**src/rtl/daq_pkg.sv**
```systemverilog
// rtl/daq_pkg.sv - shared capture-state encodings and default frame geometry for the DAQ path
package daq_pkg;

    // One-hot capture state as seen by the DAQ sampler.
    localparam logic [2:0] DAQ_IDLE  = 3'b000;
    localparam logic [2:0] DAQ_FOT   = 3'b001;
    localparam logic [2:0] DAQ_WR_EN = 3'b010;
    localparam logic [2:0] DAQ_ROT   = 3'b100;

    typedef enum logic [2:0] {
        S_IDLE  = DAQ_IDLE,
        S_FOT   = DAQ_FOT,
        S_WR_EN = DAQ_WR_EN,
        S_ROT   = DAQ_ROT
    } daq_state_t;

    // Default sensor geometry.
    localparam int EXP_PIX_DEF   = 608;
    localparam int EXP_LINES_DEF = 608;

endpackage

```
**src/rtl/daq_edge_det.sv**
```systemverilog
// rtl/daq_edge_det.sv - one-stage delay register with rise/fall pulses for a sync level input
module daq_edge_det #(
    // Delayed copy comes out of reset as if the input had been high, so a
    // level that is already high at reset release never looks like a rise.
    parameter logic RST_VAL = 1'b1
) (
    input  logic clk,
    input  logic rst,
    input  logic x,
    output logic rise,
    output logic fall
);
    logic x_d;

    // Delay the input by one clock for edge comparison.
    always_ff @(posedge clk or posedge rst) begin
        if (rst) x_d <= RST_VAL;
        else     x_d <= x;
    end

    assign rise = x & ~x_d;
    assign fall = ~x & x_d;
endmodule

```
**src/rtl/daq_frame_ctrl.sv**
```systemverilog
// rtl/daq_frame_ctrl.sv - frame/line capture sequencer with pixel/line counting and size checks
module daq_frame_ctrl
    import daq_pkg::*;
#(
    parameter int PIX_W     = 12,
    parameter int LINE_W    = 11,
    parameter int FCNT_W    = 16,
    parameter int EXP_PIX   = EXP_PIX_DEF,
    parameter int EXP_LINES = EXP_LINES_DEF
) (
    input  logic              sys_clk,
    input  logic              sys_rst,
    input  logic              capture_en,
    input  logic              frame_vaild,
    input  logic              line_vaild,
    input  logic              err_clr,
    output logic [2:0]        state,
    output logic              frame_start,
    output logic              frame_done,
    output logic              line_done,
    output logic [PIX_W-1:0]  line_pix,
    output logic [LINE_W-1:0] line_cnt,
    output logic [FCNT_W-1:0] frame_cnt,
    output logic              err_line_len,
    output logic              err_frame_len
);
    logic fv_rise, fv_fall, lv_rise, lv_fall;

    daq_edge_det u_fv_edge (
        .clk  (sys_clk),
        .rst  (sys_rst),
        .x    (frame_vaild),
        .rise (fv_rise),
        .fall (fv_fall)
    );

    daq_edge_det u_lv_edge (
        .clk  (sys_clk),
        .rst  (sys_rst),
        .x    (line_vaild),
        .rise (lv_rise),
        .fall (lv_fall)
    );

    daq_state_t        state_q, state_nxt;
    logic [PIX_W-1:0]  pix_q, pix_nxt, pix_inc;
    logic [PIX_W-1:0]  line_pix_q, line_pix_nxt;
    logic [LINE_W-1:0] line_cnt_q, line_cnt_nxt, line_inc, lines_at_end;
    logic [FCNT_W-1:0] frame_cnt_q, frame_cnt_nxt;
    logic              fs_q, fs_nxt, fd_q, fd_nxt, ld_q, ld_nxt;
    logic              err_line_q, err_frame_q, set_line, set_frame;

    // State register.
    always_ff @(posedge sys_clk or posedge sys_rst) begin
        if (sys_rst) state_q <= S_IDLE;
        else         state_q <= state_nxt;
    end

    // Next state, counter updates and pulse/error-set decisions.
    always_comb begin
        state_nxt     = state_q;
        pix_nxt       = pix_q;
        line_pix_nxt  = line_pix_q;
        line_cnt_nxt  = line_cnt_q;
        frame_cnt_nxt = frame_cnt_q;
        fs_nxt        = 1'b0;
        fd_nxt        = 1'b0;
        ld_nxt        = 1'b0;
        set_line      = 1'b0;
        set_frame     = 1'b0;
        lines_at_end  = line_cnt_q;
        pix_inc       = (&pix_q) ? pix_q : pix_q + PIX_W'(1);
        line_inc      = (&line_cnt_q) ? line_cnt_q : line_cnt_q + LINE_W'(1);
        case (state_q)
            S_IDLE: begin
                if (fv_rise && capture_en) begin
                    state_nxt    = S_FOT;
                    fs_nxt       = 1'b1;
                    line_cnt_nxt = '0;
                end
            end
            S_FOT, S_ROT: begin
                // Frame end takes priority over a coincident line start.
                if (fv_fall) begin
                    state_nxt = S_IDLE;
                    fd_nxt    = 1'b1;
                end else if (lv_rise) begin
                    state_nxt = S_WR_EN;
                    pix_nxt   = '0;
                end
            end
            S_WR_EN: begin
                pix_nxt = pix_inc;
                // A frame end while a line is open also closes that line.
                if (lv_fall || fv_fall) begin
                    state_nxt    = S_ROT;
                    ld_nxt       = 1'b1;
                    line_pix_nxt = pix_inc;
                    line_cnt_nxt = line_inc;
                    lines_at_end = line_inc;
                    set_line     = (pix_inc != PIX_W'(EXP_PIX));
                end
                if (fv_fall) begin
                    state_nxt = S_IDLE;
                    fd_nxt    = 1'b1;
                end
            end
            default: state_nxt = S_IDLE;
        endcase
        if (fd_nxt) begin
            frame_cnt_nxt = frame_cnt_q + FCNT_W'(1);
            set_frame     = (lines_at_end != LINE_W'(EXP_LINES));
        end
    end

    // Registered outputs, counters and sticky errors (set beats clear).
    always_ff @(posedge sys_clk or posedge sys_rst) begin
        if (sys_rst) begin
            pix_q       <= '0;
            line_pix_q  <= '0;
            line_cnt_q  <= '0;
            frame_cnt_q <= '0;
            fs_q        <= 1'b0;
            fd_q        <= 1'b0;
            ld_q        <= 1'b0;
            err_line_q  <= 1'b0;
            err_frame_q <= 1'b0;
        end else begin
            pix_q       <= pix_nxt;
            line_pix_q  <= line_pix_nxt;
            line_cnt_q  <= line_cnt_nxt;
            frame_cnt_q <= frame_cnt_nxt;
            fs_q        <= fs_nxt;
            fd_q        <= fd_nxt;
            ld_q        <= ld_nxt;
            err_line_q  <= (err_line_q & ~err_clr) | set_line;
            err_frame_q <= (err_frame_q & ~err_clr) | set_frame;
        end
    end

    assign state         = state_q;
    assign frame_start   = fs_q;
    assign frame_done    = fd_q;
    assign line_done     = ld_q;
    assign line_pix      = line_pix_q;
    assign line_cnt      = line_cnt_q;
    assign frame_cnt     = frame_cnt_q;
    assign err_line_len  = err_line_q;
    assign err_frame_len = err_frame_q;
endmodule

```
**config.mk**
```make
export PLATFORM = sky130hd
export DESIGN_NAME = daq_frame_ctrl
export DESIGN_NICKNAME = d
export VERILOG_FILES = /design/src/rtl/daq_pkg.sv /design/src/rtl/daq_edge_det.sv /design/src/rtl/daq_frame_ctrl.sv
export SDC_FILE = /design/constraint.sdc
export NUM_CORES = 1
export LEC_CHECK = 0
export ABC_AREA = 1
export CAP_MARGIN = 20
export CORE_MARGIN = 4
export CORE_UTILIZATION = 53
export DETAILED_ROUTE_END_ITERATION = 12
export GPL_ROUTABILITY_DRIVEN = 1
export GPL_TIMING_DRIVEN = 1
export PLACE_DENSITY_LB_ADDON = 0.25
export SYNTH_ARGS = -nofsm -noshare
export SYNTH_HDL_FRONTEND = slang
export SYNTH_HIERARCHICAL = 1
export SYNTH_SLANG_ARGS = --single-unit
```
**constraint.sdc**
```tcl
create_clock -name sys_clk -period 2.24 [get_ports sys_clk]
set_input_delay 0.448 -clock sys_clk [delete_from_list [all_inputs] [get_ports sys_clk]]
set_output_delay 0.448 -clock sys_clk [all_outputs]
set_load 0.005 [all_outputs]
```
Word-level counts from Yosys, hierarchy flattened
Cells that the tools add are included.
- add/sub/neg operators: 3
- equal/unequal tests: 10
- reduce and logical (&&, ||, !) cells: 13
- bitwise gates (word level): 13
- muxes and demuxes: 24
- operator list (operator ; number):
    11-bit 2-to-1 mux ; 4
    12-bit 2-to-1 mux ; 3
    12-bit case mux with 2 select lines ; 1
    11-bit case mux with 2 select lines ; 1
    16-bit by 1-bit adder with 16-bit output, second input constant ; 1
    3-bit 2-to-1 mux ; 5
    12-bit by 1-bit adder with 12-bit output, second input constant ; 1
    12-bit by 10-bit inequality test with 1-bit output, second input constant ; 1
    12-bit AND reduction ; 1
    11-bit by 1-bit adder with 11-bit output, second input constant ; 1
    11-bit by 10-bit inequality test with 1-bit output, second input constant ; 1
    11-bit AND reduction ; 1
    1-bit 2-to-1 mux ; 9
    3-bit case mux with 3 select lines ; 1
    1-bit bitwise AND ; 6
    2-bit inequality test, second input constant ; 3
    3-bit inequality test, second input constant ; 2
    3-bit AND reduction ; 2
    1-bit inverter ; 5
    2-bit AND reduction ; 2
    2-bit nonzero test ; 2
    3-bit by 1-bit == test with 1-bit output, second input constant ; 1
    3-bit by 2-bit == test with 1-bit output, second input constant ; 1
    3-bit == test, second input constant ; 1
    other kinds (6) ; 7
- output and inout bits: 47
- word-level logic and storage cells: 75
- bits in registers: 61
- bits of input ports: 6

Depth between registers and ports, before layout
Gate-level depths: netlist of run 1.
- word-level depth: 8
- depth in mapped cells: 15

Cells and area by module
The synthesis of run 1 kept the hierarchy.
- modules (own cells, without submodules) (module ; area each (sq um) ; cells each ; instances):
    daq_frame_ctrl ; 3161.8 ; 395 ; 1
    daq_edge_det ; 45.0 ; 6 ; 2

Least setup slack after synthesis of run 1
Ideal clock, no wire load.
- path kind: register to register
- start point: reg u_fv_edge.x_d
- end point: reg err_frame_q, in the netlist err_frame_len
- buffers on the path: 0
- clock period less this slack: 1.880 ns
- stages on the path, launching flop included: 14
- setup slack: 0.360 ns
- arrival time: 1.763 ns
- library setup time: 0.117 ns
- cell sequence: dfstp_2 > inv_1 > nor2_1 > nor2_1 > nor2_2 > nand3_1 > nand2_1 > nand3_1 > nand2_1 > nand3_1 > nor2_1 > nand3_1 > nand2_1 > nand2_1
- cells in the longest elaborated chain, start to end: 7
- elaborated cells between the ends (all ways): 9
- classes of those cells: 1 x eq/ne; 5 x mux; 2 x bitwise; 1 x reduce/logical
- ends and longest elaborated chain (what ; RTL line ; source):
    start, declared ; daq_edge_det.sv:13 ; logic x_d;
    start signal, assigned ; daq_edge_det.sv:17 ; if (rst) x_d <= RST_VAL;
    start signal, assigned ; daq_edge_det.sv:18 ; else x_d <= x;
    1-bit bitwise AND (*) ; daq_edge_det.sv:22 ; assign fall = ~x & x_d;
    net fv_fall ; daq_frame_ctrl.sv:27 ; logic fv_rise, fv_fall, lv_rise, lv_fall;
    1-bit logical OR ; daq_frame_ctrl.sv:95 ; if (lv_fall || fv_fall) begin
    11-bit 2-to-1 mux ; n/a ;
    11-bit 2-to-1 mux ; daq_frame_ctrl.sv:74 ; case (state_q)
    11-bit by 10-bit inequality test with 1-bit output ; daq_frame_ctrl.sv:112 ; set_frame = (lines_at_end != LINE_W'(EXP_LINES));
    1-bit 2-to-1 mux (*) ; daq_frame_ctrl.sv:110 ; if (fd_nxt) begin
    1-bit OR (*) ; daq_frame_ctrl.sv:137 ; err_frame_q <= (err_frame_q & ~err_clr) | set_frame;
    end signal, assigned ; daq_frame_ctrl.sv:137 ;
    end, declared ; daq_frame_ctrl.sv:51 ; logic err_line_q, err_frame_q, set_line, set_frame;
The timed path passes the listed nets; every way through them passes the cells marked *.
A chain may end at the register's enable or synchronous reset.

Final worst setup path of run 1
- start point: reg pix_q[1]
- end point: reg err_line_q, in the netlist err_line_len
- cells in the longest elaborated chain, start to end: 6
- elaborated cells between the ends (all ways): 7
- classes of those cells: 1 x add/sub; 1 x eq/ne; 3 x mux; 1 x bitwise; 1 x reduce/logical
- ends and longest elaborated chain (what ; RTL line ; source):
    start, declared ; daq_frame_ctrl.sv:46 ; logic [PIX_W-1:0] pix_q, pix_nxt, pix_inc;
    start signal, assigned ; daq_frame_ctrl.sv:129 ; pix_q <= pix_nxt;
    12-bit by 1-bit adder with 12-bit output or 12-bit AND reduction (tied branches) ; daq_frame_ctrl.sv:72 ; pix_inc = (&pix_q) ? pix_q : pix_q + PIX_W'(1);
    12-bit 2-to-1 mux (*) ; daq_frame_ctrl.sv:72 ;
    12-bit by 10-bit inequality test with 1-bit output (*) ; daq_frame_ctrl.sv:101 ; set_line = (pix_inc != PIX_W'(EXP_PIX));
    1-bit 2-to-1 mux (*) ; daq_frame_ctrl.sv:95 ;
    1-bit 2-to-1 mux (*) ; daq_frame_ctrl.sv:74 ;
    1-bit OR (*) ; daq_frame_ctrl.sv:136 ; err_line_q <= (err_line_q & ~err_clr) | set_line;
    end signal, assigned ; daq_frame_ctrl.sv:136 ;
    end, declared ; daq_frame_ctrl.sv:51 ;
Every way passes the cells marked *; elsewhere a longest branch is shown, timed or not.

==> results of run 1 <==
synth_stat cells, types with 4 or more instances:
| library cell | count |
|---|---|
| a21oi_1 | 5 |
| buf_2 | 4 |
| dfrtp_1 | 59 |
| inv_1 | 59 |
| inv_2 | 4 |
| nand2_1 | 98 |
| nand2_2 | 5 |
| nand3_1 | 32 |
| nand4_1 | 12 |
| nor2_1 | 34 |
| nor2_4 | 4 |
| o21ai_0 | 37 |
| o22ai_1 | 10 |
| xnor2_1 | 9 |
| xor2_1 | 8 |
cell type report:
cell class              instances  share of cell area, %
clock buffers                  12                   3.52
repair buffers                 65                   15.0
multi-input cells             277                   35.3
inverters                      63                   5.73
well taps                      75                   2.27
flip-flops and latches         61                   37.1
clock inverters                 4                   1.15
cells by family (layout without fill, tap and decap cells):
| family | Yosys count | in the layout | synth area share [%] |
|---|---|---|---|
| flip-flops | 61 | 61 | 47.0 |
| adder cells (fa/ha/maj) | 3 | 3 | 1.15 |
| XOR/XNOR | 17 | 17 | 4.58 |
| AO/OA/AOI/OAI | 57 | 57 | 9.81 |
| buffers and inverters | 69 | 144 | 8.23 |
| AND/OR/NAND/NOR | 200 | 200 | 29.2 |
worst paths after layout:
kind	startpoint	to	slack [ps]	depth (start not counted)
setup / recovery	pix_q[1]	err_line_len	270	13
hold / removal	frame_cnt[15]	frame_cnt[15]	480	1
setup reg to reg	pix_q[1]	err_line_len	270	13
hold reg to reg	frame_cnt[15]	frame_cnt[15]	480	1
max in group asynchronous	sys_rst	frame_cnt[11]	1240	3
min in group asynchronous	sys_rst	u_lv_edge/x_d	510	2
metrics by stage:
step / hold slack, ps / std cells / util, % / setup slack (ps)
after floorplan: 338 / 407 / - / 336
after global placement: 458 / 541 / 66.4 / 63.6
after detailed placement: 462 / 541 / 66.4 / 19.9
after CTS: 473 / 557 / 69.7 / 254
after global routing: 500 / 557 / 69.7 / 65.5
final: 479 / 557 / 69.7 / 266
power breakdown:
part,total [uW],switching [uW],internal [uW]
Combinational,1480,772,711
Sequential,1670,277,1390
Clock,972,431,541
Total,4120,1480,2640
flip-flops by register name, summed over array words and instances (netlist names):
signal	count
err_frame_len	1
err_line_len	1
frame_cnt	16
frame_done	1
frame_start	1
line_cnt	11
line_done	1
line_pix	12
pix_q	12
state	3
u_fv_edge/x_d	1
u_lv_edge/x_d	1
layer usage:
layer / vias to the layer above / GRT usage (%)
met5: - / 0
met1: 1401 / 27.8
met3: 15 / 4.47
met2: 87 / 38.1
met4: 0 / 9.63
li1: 1447 / -
==> reports/qor.yml, run 1 <==
yosys:
  ys_seq_elements: 61
  synth_ff_type: "dfrtp_1"
  synth-edff-count: 0
  post_synth.cell_area_avg_um2: 7.99
  synth_top_area_share_pct: 45.4
  postSynthNetCount: 416
  ys_async_sr_fraction_pct: 100
  ys_seq_area_share_pct: 47.0
  synth-warning-count: 6
  synth_largest_area_cell: "dfrtp_1"
  mappedNetlistArea_mm2: 0.00325
  synthTopCellsByArea: "dfrtp_1 45%, nand2_1 11%, inv_1 6.8%, o21ai_0 5.7%, nand3_1 4.9%"
  post_synth_num_cell_types: 32
  synth_cells: 407
timing:
  setup_violations: 0
  worst_slew_pin_slew_ps: 495
  tns_ps: 0
  final.min_clock_period_ps: 1970
  rsz0062_at_grt: "no"
  finalMaxSlewViolations: 0
  min_period_over_period_pct: 88.1
  hold_viol_final: 0
  max_freq_mhz: 507
  relSlewSlack_pct: 67.0
  worst_clock_skew_ps: 9.39
clock_network:
  cts_hold_buf: 0
  clock_tree.buffer_depth: 2
  tritoncts.num_buffers: 9
  clk_latency_ps: 340
  tritoncts_num_sinks: 61
  postCtsResizedCells: 0
  cts_tree: "yes"
  clock_tree.root_cell: "clkbuf_8"
  postcts_setup_bufs: 0
  htreeDepth: 3
  clk_pin_slew_worst_paths_ps: 70
critical_path:
  worst_path_most_repeated_cell: "nand2_1"
  path_delay_family: "simple AND/OR/NAND/NOR gates"
  criticalPathCategory: "reg2reg"
  critical_path_peak_fanout: 9
  worstPathCellList: "ha_1 > nand3_2 > inv_1 > nand3_1 > inv_2 > nand2_2 > inv_2 > nor2_1 > nand2_1 > nor2_1 > nand3_1 > nand2_1 > nand2_1"
  worst_setup_path_end_kind: "flop"
  cp_slowest_cell: "dfrtp_1"
  timing.critical_path.arrival_ps: 2200
  cpPeakStageDelay_ps: 430
  required_ps: 2470
  worst_setup_path_start_kind: "flop"
  critical_path_buffer_and_inverter_count: 3
layout:
  final_common_cell: "nand2_1"
  total_area_of_multi_input_combinational_cells_mm2: 0.00146
  nFillCells: 476
  ff_latch_area_mm2: 0.00153
  mostFrequentLayoutCells: "98 x nand2_1, 59 x dfrtp_1, 58 x inv_1, 52 x clkdlybuf4s50_1, 37 x o21ai_0"
  fin_nets: 486
  area_growth_syn_to_layout_pct: 26.9
  layout-drive-gt1-share_pct: 11.6
  num_antenna_cells: 0
  design_area_mm2: 0.00413
placed_design:
  post_dp_area_mm2: 0.00393
  dp_hpwl_um: 5820
  place_congestion: 0.909
  buffer_ports.inserted: 52
route:
  dr_total_vias: 2950
  met2WireLength_um: 3970
  highest-signal-layer: "met4"
  remaining_drc_errors: 0
  drt-wirelength-per-cell_um: 13.9
  dr_wl_met3_um: 402
  drt-initial-drc-count: 160
  post_drt_via_cell_ratio: 5.30
  dr.pass1.iters: 4
  antenna_left: 0
  drt-total-wl_um: 7750
  met1_length_um: 3230
grt:
  globalRouteOverflowTotal: 0
  grt.total_usage_pct: 22.5
  largest_net_degree_at_the_start_of_global_routing: 41
  grt_pass1_vias: 3007
  grt_first_pass_wirelength_um: 13300
  antenna_found_initial: 0
power:
  peakVddDrop_uv: 666
  totalPowerFinal_uw: 4120
  p_leak_uw: 0.00199
  power.density_mw_per_mm2: 1000
run_status:
  status: "finished, final reports clean"
floorplanning:
  die_h_um: 86.3
  coreArea_mm2: 0.00592
  core.rowCount: 28
  die_width_um: 86.3
  die_area_mm2: 0.00745
  pin_count: 53
  starting_utilization_of_the_core_area_pct: 54.9
flow_run:
  timing.max_cap.violations: 0
worst_hold_path:
  holdCritPathClass: "reg2reg"
(Power assumes the default switching activity.)
==> run 2, diff against run 1 <==
--- a/config.mk
+++ b/config.mk
@@ -13,6 +13,7 @@
 export GPL_ROUTABILITY_DRIVEN = 1
 export GPL_TIMING_DRIVEN = 1
 export PLACE_DENSITY_LB_ADDON = 0.25
+export SETUP_SLACK_MARGIN = 0.5
 export SYNTH_ARGS = -nofsm -noshare
 export SYNTH_HDL_FRONTEND = slang
 export SYNTH_HIERARCHICAL = 1
==> reports/qor.yml, run 2 (synthesis gave the netlist of run 1 again) <==
run_status:
  status: "finished, final reports clean"
clock_network:
  tritoncts_num_sinks: 61
  tritoncts.num_buffers: 9
  clk_pin_slew_worst_paths_ps: 70
  htreeDepth: 3
  clock_tree.root_cell: "clkbuf_8"
  clock_tree.buffer_depth: 2
  clk_latency_ps: 350
  cts_tree: "yes"
timing:
  setup_violations: 0
  least_setup_slack_across_all_paths_after_layout_ps: 330
  tns_ps: 0
  rsz0062_at_grt: "yes"
  worst_clock_skew_ps: 9.81
  max_freq_mhz: 524
  min_period_over_period_pct: 85.2
  finalMaxSlewViolations: 0
  worst_slew_pin_slew_ps: 548
  hold_viol_final: 0
  final.min_clock_period_ps: 1910
  relSlewSlack_pct: 63.4
power:
  p_seq_share_pct: 36.1
  p_leak_uw: 0.00246
  internal_power_uw: 2810
  power.combinational.fraction_pct: 44.9
  power.density_mw_per_mm2: 956
  power_switching_share_pct: 39.3
  net-switching-power_uw: 1820
  clockPowerShare_pct: 19.0
  peakVddDrop_uv: 677
grt:
  largest_net_degree_at_the_start_of_global_routing: 26
  antenna_found_initial: 0
  grt.total_usage_pct: 25.9
  grt_pass1_vias: 3205
  grt_first_pass_wirelength_um: 15000
  globalRouteOverflowTotal: 0
critical_path:
  timing.critical_path.arrival_ps: 2150
  worst_path_most_repeated_cell: "nand2_1"
  required_ps: 2480
  critical_path_peak_fanout: 2
  criticalPathCategory: "reg2reg"
  cpPeakStageDelay_ps: 540
  cp_slowest_cell: "dfstp_2"
  worstPathCellList: "inv_2 > nor2_4 > inv_2 > nand2_4 > nand2_4 > nor2_4 > nand2_1 > nand2_1 > nand3_2 > nand2_2 > nand3_2 > nor2_2 > nand3_1 > nand2_1 > nand2_1"
  worst_setup_path_start_kind: "flop"
  worst_setup_path_end_kind: "flop"
floorplanning:
  die_area_mm2: 0.00745
  starting_utilization_of_the_core_area_pct: 54.9
  die_h_um: 86.3
  core.rowCount: 28
  coreArea_mm2: 0.00592
  die_width_um: 86.3
  pin_count: 53
route:
  drt-wirelength-per-cell_um: 18.2
  post_drt_via_cell_ratio: 5.77
  antenna_left: 0
  dr_total_vias: 3501
  drt-total-wl_um: 11100
  drt-initial-drc-count: 422
  met1_length_um: 3960
  met2WireLength_um: 5710
  highest-signal-layer: "met4"
  dr_wl_met3_um: 841
  remaining_drc_errors: 0
  dr.pass1.iters: 7
placed_design:
  dp_slack_ps: -38.3
  dp_hpwl_um: 5810
  place_congestion: 0.935
  buffer_ports.inserted: 52
layout:
  nFillCells: 340
  mostFrequentLayoutCells: "89 x nand2_1, 56 x buf_4, 54 x dfrtp_1, 51 x inv_1, 39 x clkdlybuf4s50_1"
  largest_register_ffs: 16
  fin_nets: 538
  num_antenna_cells: 0
  area_growth_syn_to_layout_pct: 48.8
  layout-drive-gt1-share_pct: 30.5
  final_common_cell: "nand2_1"
worst_hold_path:
  holdCritPathClass: "in2reg"
flow_run:
  timing.max_cap.violations: 0
[run 2: critical path, delay by kind of cell, from the launching register on]
family                 cells  cell delay (ps)
buffers and inverters      2              100
and+or+nand+nor           13             1160
DFF                        1              540
[run 2: stage by stage]
step	util (%)	std cells	hold WS, ps	instance area [um2]	total power, uW
3_3_place_gp	66.6	540	461	3940	3110
4_1_cts	74.2	580	394	4390	4120
5_1_grt	81.7	607	393	4840	4890
2_1_floorplan	-	407	338	3260	2460
3_5_place_dp	66.6	540	463	3940	3160
6_report	81.7	607	398	4840	4630
[run 2: final cells by class]
type                            instances  area, um2  area share, %
Multi-Input combinational cell        279       1740           36.0
Inverter                               63        251           5.20
Clock inverter                          2       10.0          0.207
Timing Repair Buffer                  115       1050           21.7
Clock buffer                           12        155           3.21
Sequential cell                        61       1540           31.7
Tap cell                               75       93.8           1.94
[run 2: repair_timing]
item	in CTS	in global routing
gates cloned	1	1
buffers inserted	25	26
endpoints found under the setup margin	28	55
resized for setup	38	75
hold buffers	0	0
pin swaps	21	28
[run 2: path summary, 6_finish.rpt]
kind | from | endpoint | slack (ps) | depth (start not counted)
worst max-delay path | u_fv_edge/x_d | err_frame_len | 330 | 15
worst min-delay path | line_vaild | u_lv_edge/x_d | 400 | 1
worst max register to register | u_fv_edge/x_d | err_frame_len | 330 | 15
worst min register to register | frame_cnt[15] | frame_cnt[15] | 470 | 1
max in group asynchronous | sys_rst | line_cnt[7] | 1090 | 3
min in group asynchronous | sys_rst | u_lv_edge/x_d | 510 | 2
[run 2: metal layers]
layer / up-vias / track usage (%)
met3: 69 / 5.80
met4: 0 / 13.9
li1: 1553 / -
met5: - / 0
met2: 233 / 43.8
met1: 1646 / 30.6
[run 2: power by group through the flow]
stage	registers, uW	logic (uW)	clock network, uW
after floorplan	1640	817	0
after global placement	1660	1450	0
after detailed placement	1680	1490	0
after CTS	1640	1610	868
after global routing	1710	2240	940
final	1670	2080	878
==> RTL change: new RTL, settings of run 1 <==
Set the parameter `RST_VAL` of `daq_edge_det` to 1'b0 (it was 1'b1).
--- a/src/rtl/daq_edge_det.sv
+++ b/src/rtl/daq_edge_det.sv
@@ -4,3 +4,3 @@
     // level that is already high at reset release never looks like a rise.
-    parameter logic RST_VAL = 1'b1
+    parameter logic RST_VAL = 1'b0
 ) (
Function: changed (a bounded check fails within 4 cycles, from zero or initial values and one cycle with sys_rst high).
==> RTL change against run 1 <==
- clock power fell by 0.5%
- core utilization fell by 0.17 points
- critical path depth did not move
- clock skew rose by 0.0033 ns
- setup slack got worse by 0.016 ns
- highest routed layer unchanged
- area after synthesis barely moved
- design area fell by 0.24%
- power fell by 0.43%
- wire length rose by 0.32%
- die area barely moved
- sequential cell count did not move
==> RTL change: results (changes against run 1) <==
STA
  • Skew final: 0.0127 ns (was 0.00939 ns)
  • Max-Slew Margin vs Limit: 69.2% (was 67.0%)
  • Hold_ws: 0.308 ns (was 0.479 ns)
  • Fin crit period: 1.99 ns (was 1.97 ns)

Clock tree
  • Clock Pin Slew Worst Setup and Hold Paths: 0.07 ns (about the same)
  • Post-CTS Setup Inserts: 0 (unchanged)
  • Post-CTS Resized: 0 (unchanged)
  • Clk root buf: clkbuf_8 (unchanged)
  • Clock tree buffer depth: 2 (unchanged)
  • H-Tree Depth: 3 (unchanged)
  • Clock latency on the worst-skew pair: 0.34 ns (about the same)
  • Number of buffers created by CTS: 9 (unchanged)

Run status
  • Status: finished, final reports clean (unchanged)

Worst setup path
  • Worst path slowest cell: dfrtp_1 (unchanged)
  • CP Data Arrival Time: 2.22 ns (was 2.20 ns)
  • Worst-path fanout max: 9 (unchanged)
  • Worst reg2reg setup slack: 0.25 ns (was 0.27 ns)
  • CP top delay family: simple AND/OR/NAND/NOR gates (unchanged)
  • Worst path max stage delay: 0.42 ns
  • Reg-to-Reg Start: pix_q[0] (was pix_q[1])
  • Critical Path Start Type: flop (unchanged)

Global routing
  • Overall Global Routing Usage: 22.9% (was 22.5%)
  • Global-route wire length before repair: 13400 µm (was 13300 µm)
  • Largest net degree at the start of global routing: 60 (was 41)
  • GRT overflow: 0 (unchanged)
  • Initial antenna violation count: 0 (unchanged)

Placed design
  • DP Area: 3930 µm² (about the same)
  • Final GP Congestion: 0.871 (was 0.909)
  • PortBufs: 52 (unchanged)
  • Post-Place Setup Slack: -0.00524 ns (was 0.0199 ns)
  • Inst Count DP: 537 (was 541)
  • DP Wirelength: 5670 µm (was 5820 µm)

Synthesis
  • Synth top area cells: dfrtp_1 (47%), nand2_1 (11%), inv_1 (6.8%) (was dfrtp_1 (45%), nand2_1 (11%), inv_1 (6.8%))
  • Seq/Total Area, Yosys: 47.0% (about the same)
  • Syn Area/Cell: 7.98 µm² (was 7.99 µm²)
  • Most instantiated cells after synthesis: nand2_1 (98), dfrtp_1 (61), inv_1 (59) (was nand2_1 (98), dfrtp_1 (59), inv_1 (59))
  • Synth Flop Type: dfrtp_1 (unchanged)
  • Netlist cell types: 31 (was 32)
  • Syn nets: 416 (unchanged)
  • Ys async rst share: 100% (unchanged)
  • YS warnings: 6 (unchanged)

Drt
  • Wire per inst: 14.1 µm (was 13.9 µm)
  • Starting DRT DRC Count: 280 (was 160)
  • 1st-pass router iterations: 5 (was 4)
  • Via count of the routed design: 2970 (was 2950)
  • Via density: 5.38 (was 5.30)

Cells and area
  • Final Net Count: 482 (was 486)
  • Max FFs per register: 16 (unchanged)
  • Antenna diodes: 0 (unchanged)
  • Area Growth Syn to Fin: 26.6% (was 26.9%)
  • Share of cells above drive strength 1: 10.5% (was 11.6%)

Pwr
  • Maximum VDD drop: 0.752 mV (was 0.666 mV)
  • Leakage Power: 1.98 nW (was 1.99 nW)

Hold path
  • Worst hold path type: input pin to asynchronous set/reset pin (was flop to flop)
[RTL change: changes by cell type after synthesis, sizes merged]
cell and delta:
dfrtp +2, dfstp -2
[RTL change: report_power, final]
group / internal [mW] / switching (mW)
logic: 0.707 / 0.772
clock network: 0.536 / 0.431
registers: 1.39 / 0.269
total: 2.63 / 1.47
[RTL change: logic make-up (layout without fill, tap and decap cells)]
group,after synthesis,after routing,synth area share (%)
and+or+nand+nor,200,200,29.2
buffers and inverters,69,139,8.24
DFF,61,61,47.0
AOI/OAI and AO/OA,57,57,9.82
xor gates and xnor gates,17,17,4.58
adders and majority gates,3,3,1.16
[RTL change: worst register-to-register path: cells and delay by family (launching register included)]
kind | cells | cell delay, ns
adders and majority gates | 1 | 0.26
buffers and inverters | 3 | 0.23
DFF | 1 | 0.42
and+or+nand+nor | 9 | 0.98
[RTL change: layer usage]
metal	part of all wire [%]	track usage [%]
met1	42	28.1
met5	0	0
met3	5.5	5.61
met2	50	38.7
met4	2.1	9.63
[RTL change: worst paths after layout]
kind / to / cells past startpoint
worst max-delay path: err_line_len / 13
worst min-delay path: u_lv_edge/x_d / 2
worst max register to register: err_line_len / 13
worst min register to register: frame_cnt[15] / 1
max in group asynchronous: line_cnt[8] / 3
min in group sys_clk: frame_cnt[15] / 1
[RTL change: layout make-up]
type                       instances  area (µm²)
clock buffer                      11         141
clock inverter                     4        48.8
fill                             465        1810
inverter                          63         236
multi-input combinational        277        1460
sequential                        61        1530
tap                               75        93.8
timing repair buffer              61         613
